$ cat config.mk
export PLATFORM = sky130hd
export DESIGN_NAME = seq_magnitude_comparator_flat
export DESIGN_NICKNAME = d
export VERILOG_FILES = /design/src/rtl/seq_magnitude_comparator_pkg.sv /design/src/rtl/seq_magnitude_comparator_if.sv /design/src/rtl/seq_magnitude_comparator_digit_compare.sv /design/src/rtl/seq_magnitude_comparator.sv /design/src/flat_wrapper.sv
export SDC_FILE = /design/constraint.sdc
export NUM_CORES = 1
export LEC_CHECK = 0
export BUFFER_PORTS_ARGS = -buffer_cell sky130_fd_sc_hd__buf_2
export CAP_MARGIN = 20
export CORE_MARGIN = 3
export CORE_UTILIZATION = 45
export CTS_CLUSTER_SIZE = 10
export DETAILED_ROUTE_END_ITERATION = 7
export GPL_ROUTABILITY_DRIVEN = 0
export PLACE_DENSITY = 0.68
export SETUP_SLACK_MARGIN = 0.02
export SLEW_MARGIN = 20
export SYNTH_ARGS = -nofsm -noshare
export SYNTH_HDL_FRONTEND = slang
export SYNTH_SLANG_ARGS = --single-unit
$ cat constraint.sdc
create_clock -name clk -period 2.6 [get_ports clk]
set_clock_uncertainty 0.1 [all_clocks]
set_input_delay 0.52 -clock clk [delete_from_list [all_inputs] [get_ports clk]]
set_output_delay 0.52 -clock clk [all_outputs]
set_load 0.01 [all_outputs]
$ cat src/rtl/seq_magnitude_comparator_pkg.sv
// cmp_pkg: FSM state and comparison-result encodings shared by the magnitude comparator.
package cmp_pkg;
   typedef enum logic [1:0] {ST_IDLE, ST_RUN, ST_DONE} state_t;
   typedef enum logic [1:0] {CMP_NONE, CMP_LT, CMP_EQ, CMP_GT} cmp_res_t;
   function automatic cmp_res_t cmp_decode(logic [2:0] lt_eq_gt);
      return lt_eq_gt == 3'b100 ? CMP_LT : lt_eq_gt == 3'b001 ? CMP_GT : CMP_EQ;
   endfunction
endpackage

$ cat src/rtl/seq_magnitude_comparator_if.sv
// seq_magnitude_comparator_if: operand and result valid/ready channels of the comparator.
interface seq_magnitude_comparator_if #(parameter int WIDTH = 16);
   logic             in_valid;
   logic             in_ready;
   logic [WIDTH-1:0] a;
   logic [WIDTH-1:0] b;
   logic             signed_mode;
   logic             out_valid;
   logic             out_ready;
   logic             lt;
   logic             eq;
   logic             gt;
   modport master (output in_valid, a, b, signed_mode, out_ready,
                   input  in_ready, out_valid, lt, eq, gt);
   modport slave  (input  in_valid, a, b, signed_mode, out_ready,
                   output in_ready, out_valid, lt, eq, gt);
endinterface

$ cat src/rtl/seq_magnitude_comparator_digit_compare.sv
// digit_compare: combinational one-hot unsigned compare of one DIGIT-bit slice.
module digit_compare #(parameter int DIGIT = 4) (
   input  logic [DIGIT-1:0] x,
   input  logic [DIGIT-1:0] y,
   output logic             lt,
   output logic             eq,
   output logic             gt
);
   assign lt = x < y;
   assign eq = x == y;
   assign gt = x > y;
endmodule

$ cat src/rtl/seq_magnitude_comparator.sv
// seq_magnitude_comparator: MSB-digit-first multi-cycle magnitude compare with early exit.
module seq_magnitude_comparator
   import cmp_pkg::*;
#(
   parameter int WIDTH = 16,
   parameter int DIGIT = 4
) (
   input logic                      clk,
   input logic                      rst,
   seq_magnitude_comparator_if.slave bus
);
   localparam int NDIG = WIDTH / DIGIT;
   localparam int IW   = (NDIG > 1) ? $clog2(NDIG) : 1;

   if (WIDTH % DIGIT != 0 || WIDTH < DIGIT) begin : g_bad_params
      $error("WIDTH must be a non-zero multiple of DIGIT");
   end

   state_t           state_q, state_d;
   cmp_res_t         res_q, res_d, digit_res;
   logic [WIDTH-1:0] a_q, a_d, b_q, b_d, sign_flip;
   logic [IW-1:0]    idx_q, idx_d;
   logic [DIGIT-1:0] dig_a, dig_b;
   logic             d_lt, d_eq, d_gt;

   // Flipping the operand MSB maps two's complement onto unsigned order,
   // so only the top digit ever sees the difference.
   assign sign_flip = WIDTH'(bus.signed_mode) << (WIDTH - 1);
   assign dig_a     = a_q[int'(idx_q)*DIGIT +: DIGIT];
   assign dig_b     = b_q[int'(idx_q)*DIGIT +: DIGIT];
   assign digit_res = cmp_decode({d_lt, d_eq, d_gt});

   digit_compare #(.DIGIT(DIGIT)) u_digit (
      .x (dig_a),
      .y (dig_b),
      .lt(d_lt),
      .eq(d_eq),
      .gt(d_gt)
   );

   always_comb begin
      state_d = state_q;
      res_d   = res_q;
      a_d     = a_q;
      b_d     = b_q;
      idx_d   = idx_q;
      case (state_q)
         ST_IDLE: if (bus.in_valid) begin
            a_d     = bus.a ^ sign_flip;
            b_d     = bus.b ^ sign_flip;
            idx_d   = IW'(NDIG - 1);
            state_d = ST_RUN;
         end
         ST_RUN: if (digit_res != CMP_EQ || idx_q == '0) begin
            res_d   = digit_res;
            state_d = ST_DONE;
         end else begin
            idx_d = idx_q - IW'(1);
         end
         ST_DONE: if (bus.out_ready) begin
            res_d   = CMP_NONE;
            state_d = ST_IDLE;
         end
         default: state_d = ST_IDLE;
      endcase
   end

   always_ff @(posedge clk or posedge rst) begin
      if (rst) begin
         state_q <= ST_IDLE;
         res_q   <= CMP_NONE;
         a_q     <= '0;
         b_q     <= '0;
         idx_q   <= '0;
      end else begin
         state_q <= state_d;
         res_q   <= res_d;
         a_q     <= a_d;
         b_q     <= b_d;
         idx_q   <= idx_d;
      end
   end

   assign bus.in_ready  = state_q == ST_IDLE;
   assign bus.out_valid = state_q == ST_DONE;
   assign bus.lt        = res_q == CMP_LT;
   assign bus.eq        = res_q == CMP_EQ;
   assign bus.gt        = res_q == CMP_GT;
endmodule

$ cat src/flat_wrapper.sv
// flat-port wrapper written by rule: the top's interface ports become plain ports
module seq_magnitude_comparator_flat import cmp_pkg::*;
#(
   parameter int WIDTH = 16,
   parameter int DIGIT = 4
)
  (clk, rst, bus_in_valid, bus_a, bus_b, bus_signed_mode, bus_out_ready, bus_in_ready, bus_out_valid, bus_lt, bus_eq, bus_gt);
  seq_magnitude_comparator_if #(.WIDTH(WIDTH)) bus_i ();
  input logic clk;
  input logic rst;
  input wire logic [$bits(bus_i.in_valid)-1:0] bus_in_valid;
  input wire logic [$bits(bus_i.a)-1:0] bus_a;
  input wire logic [$bits(bus_i.b)-1:0] bus_b;
  input wire logic [$bits(bus_i.signed_mode)-1:0] bus_signed_mode;
  input wire logic [$bits(bus_i.out_ready)-1:0] bus_out_ready;
  output wire logic [$bits(bus_i.in_ready)-1:0] bus_in_ready;
  output wire logic [$bits(bus_i.out_valid)-1:0] bus_out_valid;
  output wire logic [$bits(bus_i.lt)-1:0] bus_lt;
  output wire logic [$bits(bus_i.eq)-1:0] bus_eq;
  output wire logic [$bits(bus_i.gt)-1:0] bus_gt;
  assign bus_i.in_valid = bus_in_valid;
  assign bus_i.a = bus_a;
  assign bus_i.b = bus_b;
  assign bus_i.signed_mode = bus_signed_mode;
  assign bus_i.out_ready = bus_out_ready;
  assign bus_in_ready = bus_i.in_ready;
  assign bus_out_valid = bus_i.out_valid;
  assign bus_lt = bus_i.lt;
  assign bus_eq = bus_i.eq;
  assign bus_gt = bus_i.gt;
  seq_magnitude_comparator #(.WIDTH(WIDTH), .DIGIT(DIGIT)) u_core (.clk(clk), .rst(rst), .bus(bus_i));
endmodule
Word level (Yosys, flattened, before mapping)
Cells that the tools add are included.
Storage, ports and cells
  register bits: 38
  bits of input ports: 37
  output and inout port bits: 5
  word-level logic and storage cells: 45
Operators by class
  add/subtract/negate cells: 1
  $lt $le $gt $ge: 2
  eq/ne operators: 13
  shift-type cells: 2
  multiplexer cells: 11
  bitwise logic cells: 2
  reductions and logical operators: 9
Operators with widths (number)
  16-bit by 5-bit indexed part select with 4-bit output: 2
  16-bit XOR: 2
  2-bit two-way mux: 7
  3-bit AND reduction: 3
  2-bit inequality test, second input constant: 4
  2-bit one-hot mux with 2 select lines: 2
  2-bit equality test, second input constant: 3
  2-bit one-hot mux with 3 select lines: 1
  2-bit by 1-bit equality test with 1-bit output, second input constant: 2
  4-bit equality test: 1
  4-bit > comparator: 1
  2-bit logical NOT: 2
  4-bit < comparator: 1
  2-bit nonzero test: 2
  3-bit by 1-bit equality test with 1-bit output, second input constant: 1
  3-bit equality test, second input constant: 1
  2-bit by 1-bit inequality test with 1-bit output, second input constant: 1
  2-bit AND reduction: 1
  2-bit by 1-bit subtractor with 2-bit output, second input constant: 1
  1-bit logical OR: 1
  1-bit two-way mux: 1

Longest topological paths before layout
Gate-level depths: netlist (run 1).
  depth in word-level cells: 9
  mapped depth: 8
  mapped depth without buffers: 7

By module
Synthesis (run 1) repeated with hierarchy kept, for this count alone.
Second synthesis, totals
  cells, all modules: 139
  area total of the unflattened synthesis: 2010.7 um^2
Modules (own cells, without submodules)
  seq_magnitude_comparator: times used 1, cells each 123, area each 1881.8 um^2, sequential area each 950.9 um^2
  digit_compare: times used 1, cells each 16, area each 128.9 um^2, sequential area each 0.0 um^2

Worst setup path after synthesis (run 1)
Ideal clock, no wire load.
  path type: register to register
  start point: register u_core.idx_q[0]
  end point: register u_core.state_q[1]
  setup time: 119 ps
  arrival time: 2066 ps
  required time: 2381 ps
  path slack: 315 ps
  cell stages (with the launch flop): 7
  buffers on the path: 1
  clock period less this slack: 2285 ps
  cell sequence: dfrtp_1 > buf_2 > mux4_2 > ha_1 > nand4_1 > o21ai_0 > a21bo_2
On the way
  cells in the longest elaborated chain, start to end: 9
  elaborated cells on any way between the ends: 14
  classes of those cells: order compare: 2; eq/ne: 5; shift: 2; mux: 2; reduce/logical: 3
Ends and longest elaborated chain
  from (decl): line seq_magnitude_comparator.sv:22  | logic [IW-1:0] idx_q, idx_d;
  from (signal assigned): line seq_magnitude_comparator.sv:80  | idx_q <= idx_d;
  16-bit by 5-bit indexed part select with 4-bit output, on equally long branches: line seq_magnitude_comparator.sv:29, seq_magnitude_comparator.sv:30
  4-bit > comparator (tied with other cells): line seq_magnitude_comparator_digit_compare.sv:11  | assign gt = x > y;
  3-bit by 1-bit equality test with 1-bit output: line seq_magnitude_comparator_pkg.sv:6  | return lt_eq_gt == 3'b100 ? CMP_LT : lt_eq_gt == 3'b001 ? CMP_GT : CMP_EQ;
  1-bit two-way mux: line seq_magnitude_comparator_pkg.sv:6
  2-bit two-way mux: line seq_magnitude_comparator_pkg.sv:6
  2-bit inequality test: line seq_magnitude_comparator.sv:54  | ST_RUN: if (digit_res != CMP_EQ || idx_q == '0) begin
  1-bit logical OR (*): line seq_magnitude_comparator.sv:54
  2-bit by 1-bit inequality test with 1-bit output (no line) (*)
  3-bit AND reduction (no line) (*)
  to (signal assigned): line seq_magnitude_comparator.sv:76  | state_q <= state_d;
  to (decl): line seq_magnitude_comparator.sv:19  | state_t state_q, state_d;
Mark *: on every way between the ends. The rest lies on a longest branch, timed or not.
A chain may end at the register's enable or synchronous reset.

Worst setup path in the final report (run 1)
  start point: register u_core.idx_q[0]
  end point: register u_core.res_q[1]
On the way
  cells in the longest elaborated chain, start to end: 9
  elaborated cells on any way between the ends: 16
  classes of those cells: order compare: 2; eq/ne: 5; shift: 2; mux: 4; reduce/logical: 3
Ends and longest elaborated chain
  16-bit by 5-bit indexed part select with 4-bit output, on equally long branches: line seq_magnitude_comparator.sv:29, seq_magnitude_comparator.sv:30
  4-bit > comparator (tied with other cells): line seq_magnitude_comparator_digit_compare.sv:11
  3-bit by 1-bit equality test with 1-bit output: line seq_magnitude_comparator_pkg.sv:6
  1-bit two-way mux: line seq_magnitude_comparator_pkg.sv:6
  2-bit two-way mux: line seq_magnitude_comparator_pkg.sv:6
  2-bit inequality test: line seq_magnitude_comparator.sv:54
  1-bit logical OR: line seq_magnitude_comparator.sv:54
  2-bit by 1-bit inequality test with 1-bit output (no line)
  3-bit AND reduction (no line)
  to (signal assigned): line seq_magnitude_comparator.sv:77  | res_q <= res_d;
  to (decl): line seq_magnitude_comparator.sv:20  | cmp_res_t res_q, res_d, digit_res;
Parallel ways exist; a longest one is shown, timed or not. The select of a mux whose other input is x is not followed.

==> impl_metrics.csv, run 1 <==
group,metric,value,unit
grt,grt_pass1_wl,5510,um
worst_setup_path,crit_arrival,2.47,ns
final_layout,nNetsFinal,214,
worst_setup_path,path_cells,"mux4_2 > ha_1 > nand2b_1 > a2111oi_0 > o31ai_1",
worst_setup_path,crit_path_max_incr_delay,0.56,ns
timing,timing.final.crit_share,92.8,%
synthesis,ys_types,32,
hold_path,hp-class,"in2async",
cts,cts_buffer_depth,2,
floorplanning,fp.dieH,71.6,um
synthesis,async_flop_share,100,%
cts,clkTransAtPathRegs,0.07,ns
final_layout,antenna_cells,0,
grt,grt_remaining_overflow,0,
final_layout,stdcell_count,223,
grt,antenna_found_initial,0,
synthesis,synth-warning-count,0,
synthesis,avgSynthCellArea,15.0,sq um
grt,grt_usage,14.0,%
timing,slew_headroom,60.5,%
drt,vias_per_cell,5.13,
synthesis,ys.flop_type,"dfrtp_1",
drt,antenna_left,0,
timing,worst_slew_pin_slew,0.592,ns
cts,cts_setup_buffers,0,
flow_run,cap_viol_max_count,0,
floorplanning,placement_rows,23,
final_layout,final_layout_size_suffix_gt1_share,53.8,%
timing,setup_viol_count_final,0,
worst_setup_path,cp.required,2.66,ns
drt,drtIter0Drc,47,
power,power_density,1130,mW/mm^2
worst_setup_path,cp_top_family,"compound AO/OA/AOI/OAI gates",
worst_setup_path,cp-end-kind,"flip-flop",
cts,clkSinkCount,38,
synthesis,syn_area,0.00193,sq mm
drt,drc,0,
cts,cts_hold_buf,0,
timing,timing.final.hold_violations,0,
synthesis,yosysSeqAreaShare,49.2,%
run_status,outcome,"complete, no violations",
synthesis,synth_seq_cells,38,
worst_setup_path,startpoint_type,"flip-flop",
placed_design,dp_hpwl,2420,um
synthesis,synth.top_cell.area_share,49.2,%
synthesis,synthCells,129,
power,p_leak,1.08,nW
drt,drt_first_pass_iters,4,
timing,period_needed,2.41,ns
timing,max_freq,414,MHz
power,total_power,2.52,mW
worst_setup_path,critPathMaxFanout,11,
grt,grt_pass1_vias,1209,
synthesis,syn_nets,171,
final_layout,area_delta_synth_final,15.3,%
synthesis,synth_edf_count,0,
timing,maxSlewViolCount,0,
power,ir_drop,0.500,mV
synthesis,synth_area_leaders,"dfrtp_1 (49%), mux2_4 (18%), mux4_2 (9.3%), mux2_2 (4.1%), ha_1 (3.2%)",
drt,wire_per_inst,14.7,um
cts,cts_made_buffers,5,
worst_setup_path,crit_path_top_delay_cell,"mux4_2",
timing,grt_setup_unrepaired,"false",
drt,vias,1144,
floorplanning,die-area,0.00512,sq mm
cts,htreeDepth,2,
timing,setup_tns,0,ns
cts,root_buffer,"clkbuf_8",
drt,wl,3270,um
synthesis,yosysTopAreaCell,"dfrtp_1",
final_layout,fillCellCount,357,
floorplanning,num_io_pins,42,
cts,cts_tree,"built",
placed_design,io_buffers,41,
floorplanning,start_util,47.3,%
placed_design,dp_cells,215,
floorplanning,coreArea,0.00409,sq mm
worst_setup_path,critPathBufInv,0,
grt,grt_max_degree,39,
cts,clock_latency,0.29,ns
worst_setup_path,crit_type,"reg2reg",
floorplanning,fp.dieW,71.6,um
area by class of cell:
class                           instances  area, sq um  area share, %
Clock buffer                            7         86.3           3.87
Tap cell                               50         62.6           2.80
Multi-Input combinational cell         77          882           39.5
Inverter                                8         30.0           1.35
Sequential cell                        38          952           42.7
Clock inverter                          1         5.00          0.224
Timing Repair Buffer                   42          213           9.53
final timing paths:
| path | cells after the start | slack, ns | start | endpoint |
|---|---|---|---|---|
| setup / recovery | 5 | 0.19 | u_core.idx_q[0] | u_core.res_q[1] |
| hold / removal | 3 | 0.22 | rst | u_core.b_q[6] |
| setup reg to reg | 5 | 0.19 | u_core.idx_q[0] | u_core.res_q[1] |
| hold reg to reg | 1 | 0.41 | u_core.b_q[11] | u_core.b_q[11] |
| max in group asynchronous | 3 | 1.83 | rst | u_core.idx_q[0] |
| min in group clk | 2 | 0.36 | bus_b[10] | u_core.b_q[10] |
state kept, by name, summed over array words and instances (netlist names):
register / cells
u_core.a_q: 16
u_core.b_q: 16
u_core.idx_q: 2
u_core.res_q: 2
u_core.state_q: 2
metrics by stage:
stage | hold WS (ns) | area, sq um | worst slack (ns) | utilization (%)
floorplan | 0.375 | 1930 | 0.315 | -
global placement | 0.396 | 2140 | 0.0458 | 52.3
detailed placement | 0.394 | 2140 | 0.00683 | 52.3
CTS | 0.244 | 2230 | 0.177 | 54.6
global route | 0.282 | 2230 | 0.0561 | 54.6
finish | 0.224 | 2230 | 0.187 | 54.6
report_power, final:
group          switching, mW  total (mW)  internal [mW]
combinational          0.377        1.05          0.668
clock                  0.192       0.406          0.214
sequential             0.192        1.07          0.880
kinds of logic (layout without fill, tap and decap cells):
group / Yosys count / after routing / synth area share [%]
multiplexers: 38 / 38 / 31.2
AND/OR/NAND/NOR: 20 / 20 / 6.27
XOR/XNOR: 2 / 2 / 0.906
adder cells (fa/ha/maj): 5 / 5 / 3.23
flip-flops: 38 / 38 / 49.2
buffers and inverters: 14 / 58 / 5.24
AO/OA/AOI/OAI: 12 / 12 / 3.95
per-layer routing:
metal  vias to the layer above  track usage, %  part of all wire (%)
li1                        545               -                     -
met1                       558            18.6                    44
met2                        34            21.2                    48
met3                         7            4.91                   6.2
met4                         0            5.64                   1.7
met5                         -               0                     0
worst reg2reg max path: cells and delay by family (launching register included):
kind	cells	cell delay (ns)
flip-flops	1	0.55
multiplexers	1	0.56
AND/OR/NAND/NOR	1	0.14
adder cells (fa/ha/maj)	1	0.30
AO/OA/AOI/OAI	2	0.64
Yosys cell counts, drive strengths merged (2+ instances only):
library cell / n
mux4: 8
o21ai: 2
ha: 5
nor3: 2
and2: 2
nor2b: 2
buf: 5
inv: 8
mux2: 30
and2b: 2
a21oi: 5
xnor2: 2
dfrtp: 38
nor2: 5
what timing repair did:
item,in CTS,in global routing
endpoints found under the setup margin,2,0
gates resized for setup,1,0
hold endpoints to repair,0,0
cell usage in the layout, fill, tap and decap left out, drive strengths merged, types with 2 or more instances in the layout:
| master | count |
|---|---|
| a21oi | 5 |
| and2 | 2 |
| and2b | 2 |
| buf | 42 |
| clkbuf | 7 |
| dfrtp | 38 |
| ha | 5 |
| inv | 8 |
| mux2 | 30 |
| mux4 | 8 |
| nor2 | 5 |
| nor2b | 2 |
| nor3 | 2 |
| o21ai | 2 |
| xnor2 | 2 |
Power figures use the tool's default switching activity.
==> inputs of run 2 (changes only) <==
CORE_UTILIZATION = 43   (was 45)
PLACE_DENSITY = 0.66   (was 0.68)
REMOVE_ABC_BUFFERS = 1   (was default)
==> run 2 against run 1 <==
Net effect:
- global-route usage down 0.41 points
- core utilization is 0.86 points lower
- via count fell by 1.5%
- register-to-register slack better by 0.02 ns
- sequential cell count unchanged
- sequential power is essentially flat
==> impl_metrics.csv, run 2 (same netlist as run 1, synthesis figures left out) <==
group,metric,value,unit
floorplanning,die-area,0.00534,sq mm
final_layout,top_regs,"u_core.a_q (16), u_core.b_q (16)",
run_status,outcome,"complete, no violations",
drt,vias,1127,
final_layout,final_common_cell,"buf_2",
cts,cts_buffer_depth,2,
cts,cts_made_buffers,5,
worst_setup_path,crit_path_max_incr_delay,0.55,ns
worst_setup_path,path_cells,"mux4_2 > ha_1 > nand2b_1 > a2111oi_0 > o31ai_1",
drt,wl,3250,um
cts,clkSinkCount,38,
drt,wire_per_inst,14.5,um
cts,htreeDepth,2,
final_layout,area_delta_synth_final,15.9,%
worst_setup_path,r2r_slack,0.20,ns
floorplanning,start_util,46.4,%
timing,max_freq,418,MHz
floorplanning,placement_rows,23,
worst_setup_path,r2r_start,"u_core.idx_q[0]",
worst_setup_path,crit_path_top_delay_cell,"mux4_2",
power,ir_drop,0.441,mV
floorplanning,num_io_pins,42,
timing,holdWs,0.226,ns
placed_design,io_buffers,41,
worst_setup_path,cp-end-kind,"flip-flop",
floorplanning,fp.dieW,73.1,um
timing,maxSlewViolCount,0,
worst_setup_path,cp.required,2.65,ns
timing,timing.final.crit_share,92.1,%
cts,root_buffer,"clkbuf_8",
worst_setup_path,r2r_end,"u_core.res_q[1]",
drt,drc,0,
timing,slew_headroom,60.8,%
timing,setup_viol_count_final,0,
timing,worst_slew_pin_slew,0.588,ns
final_layout,antenna_cells,0,
flow_run,cap_viol_max_count,0,
final_layout,fin_util,53.7,%
hold_path,hp-class,"in2async",
power,power_density,1120,mW/mm^2
timing,setup_tns,0,ns
placed_design,dp_hpwl,2380,um
worst_setup_path,reg2regPathDepth,5,
worst_setup_path,crit_type,"reg2reg",
floorplanning,coreArea,0.00417,sq mm
final_layout,fillCellCount,352,
cts,clkTransAtPathRegs,0.07,ns
timing,grt_setup_unrepaired,"false",
worst_setup_path,critPathMaxFanout,9,
final_layout,final_layout_size_suffix_gt1_share,54.6,%
drt,drt_first_pass_iters,4,
grt,grt_pass1_vias,1172,
power,total_power,2.52,mW
grt,grt_max_degree,39,
final_layout,layout_common_cells,"buf_2 (41), dfrtp_1 (37), mux2_4 (23)",
floorplanning,fp.dieH,73.1,um
drt,vias_per_cell,5.03,
grt,grt_usage,13.6,%
final_layout,nNetsFinal,215,
worst_setup_path,startpoint_type,"flip-flop",
grt,antenna_found_initial,0,
power,p_leak,1.09,nW
grt,grt_pass1_wl,5420,um
timing,timing.final.hold_violations,0,
drt,antenna_left,0,
cts,cts_tree,"built",
worst_setup_path,crit_arrival,2.45,ns
grt,grt_remaining_overflow,0,
cts,clock_latency,0.29,ns
timing,period_needed,2.40,ns
drt,drtIter0Drc,62,
-- run 2: cell count changes in the layout (fill, tap and decap cells not counted), sizes merged --
cell	delta
clkbuf	-1
clkinvlp	+1
buf	+1
-- run 2: timing repair --
| action | 4_1_cts | 5_1_grt |
|---|---|---|
| setup buffers | 0 | 0 |
| resized for setup | 0 | 1 |
| hold buffers | 0 | 0 |
| setup endpoints to repair | 0 | 5 |
-- run 2: worst max-delay path by stage --
| stage | slack, ns | endpoint | startpoint | cells after the start |
|---|---|---|---|---|
| 2_1_floorplan | 0.27 | u_core.state_q[1] | u_core.idx_q[0] | 5 |
| 4_1_cts | 0.03 | u_core.res_q[1] | u_core.idx_q[0] | 5 |
| 3_3_place_gp | 0.12 | u_core.res_q[1] | u_core.idx_q[0] | 5 |
| 6_report | 0.20 | u_core.res_q[1] | u_core.idx_q[0] | 5 |
| 5_1_grt | 0.04 | u_core.res_q[1] | u_core.idx_q[0] | 6 |
| 3_5_place_dp | 0.04 | u_core.res_q[1] | u_core.idx_q[0] | 5 |
-- run 2: per-stage QoR --
stage               cell area (sq um)  std cells  setup WS [ns]
floorplan                        1860        123          0.266
global placement                 2150        216          0.124
detailed placement               2150        216         0.0434
CTS                              2240        224         0.0307
global route                     2240        224         0.0436
finish                           2240        224          0.205
-- run 2: report_power, final --
group	switching, mW	total (mW)	internal (mW)	leakage, nW
logic	0.369	1.04	0.669	0.600
clock network	0.202	0.415	0.213	0.0472
registers	0.186	1.06	0.879	0.441
-- run 2: final cells by class --
cell class / instances / area (sq um) / area share [%]
clock buffers: 6 / 82.6 / 3.68
clock inverters: 2 / 12.5 / 0.558
inverters: 8 / 30.0 / 1.34
multi-input cells: 77 / 882 / 39.3
flip-flops and latches: 38 / 952 / 42.5
well taps: 50 / 62.6 / 2.79
repair buffers: 43 / 220 / 9.82
-- run 2: worst max-delay path: cells and delay by family (launching register included) --
family / cells / cell delay (ns)
compound gates: 2 / 0.65
fa+ha+maj: 1 / 0.30
flops: 1 / 0.53
mux: 1 / 0.55
simple gates: 1 / 0.14
-- run 2: metal layers --
layer / vias to the layer above / wire length, um / GRT usage (%)
met5: - / 0 / 0
met4: 0 / 14 / 4.30
met3: 2 / 257 / 7.16
met2: 37 / 1450 / 18.1
met1: 540 / 1530 / 19.1
li1: 548 / - / -
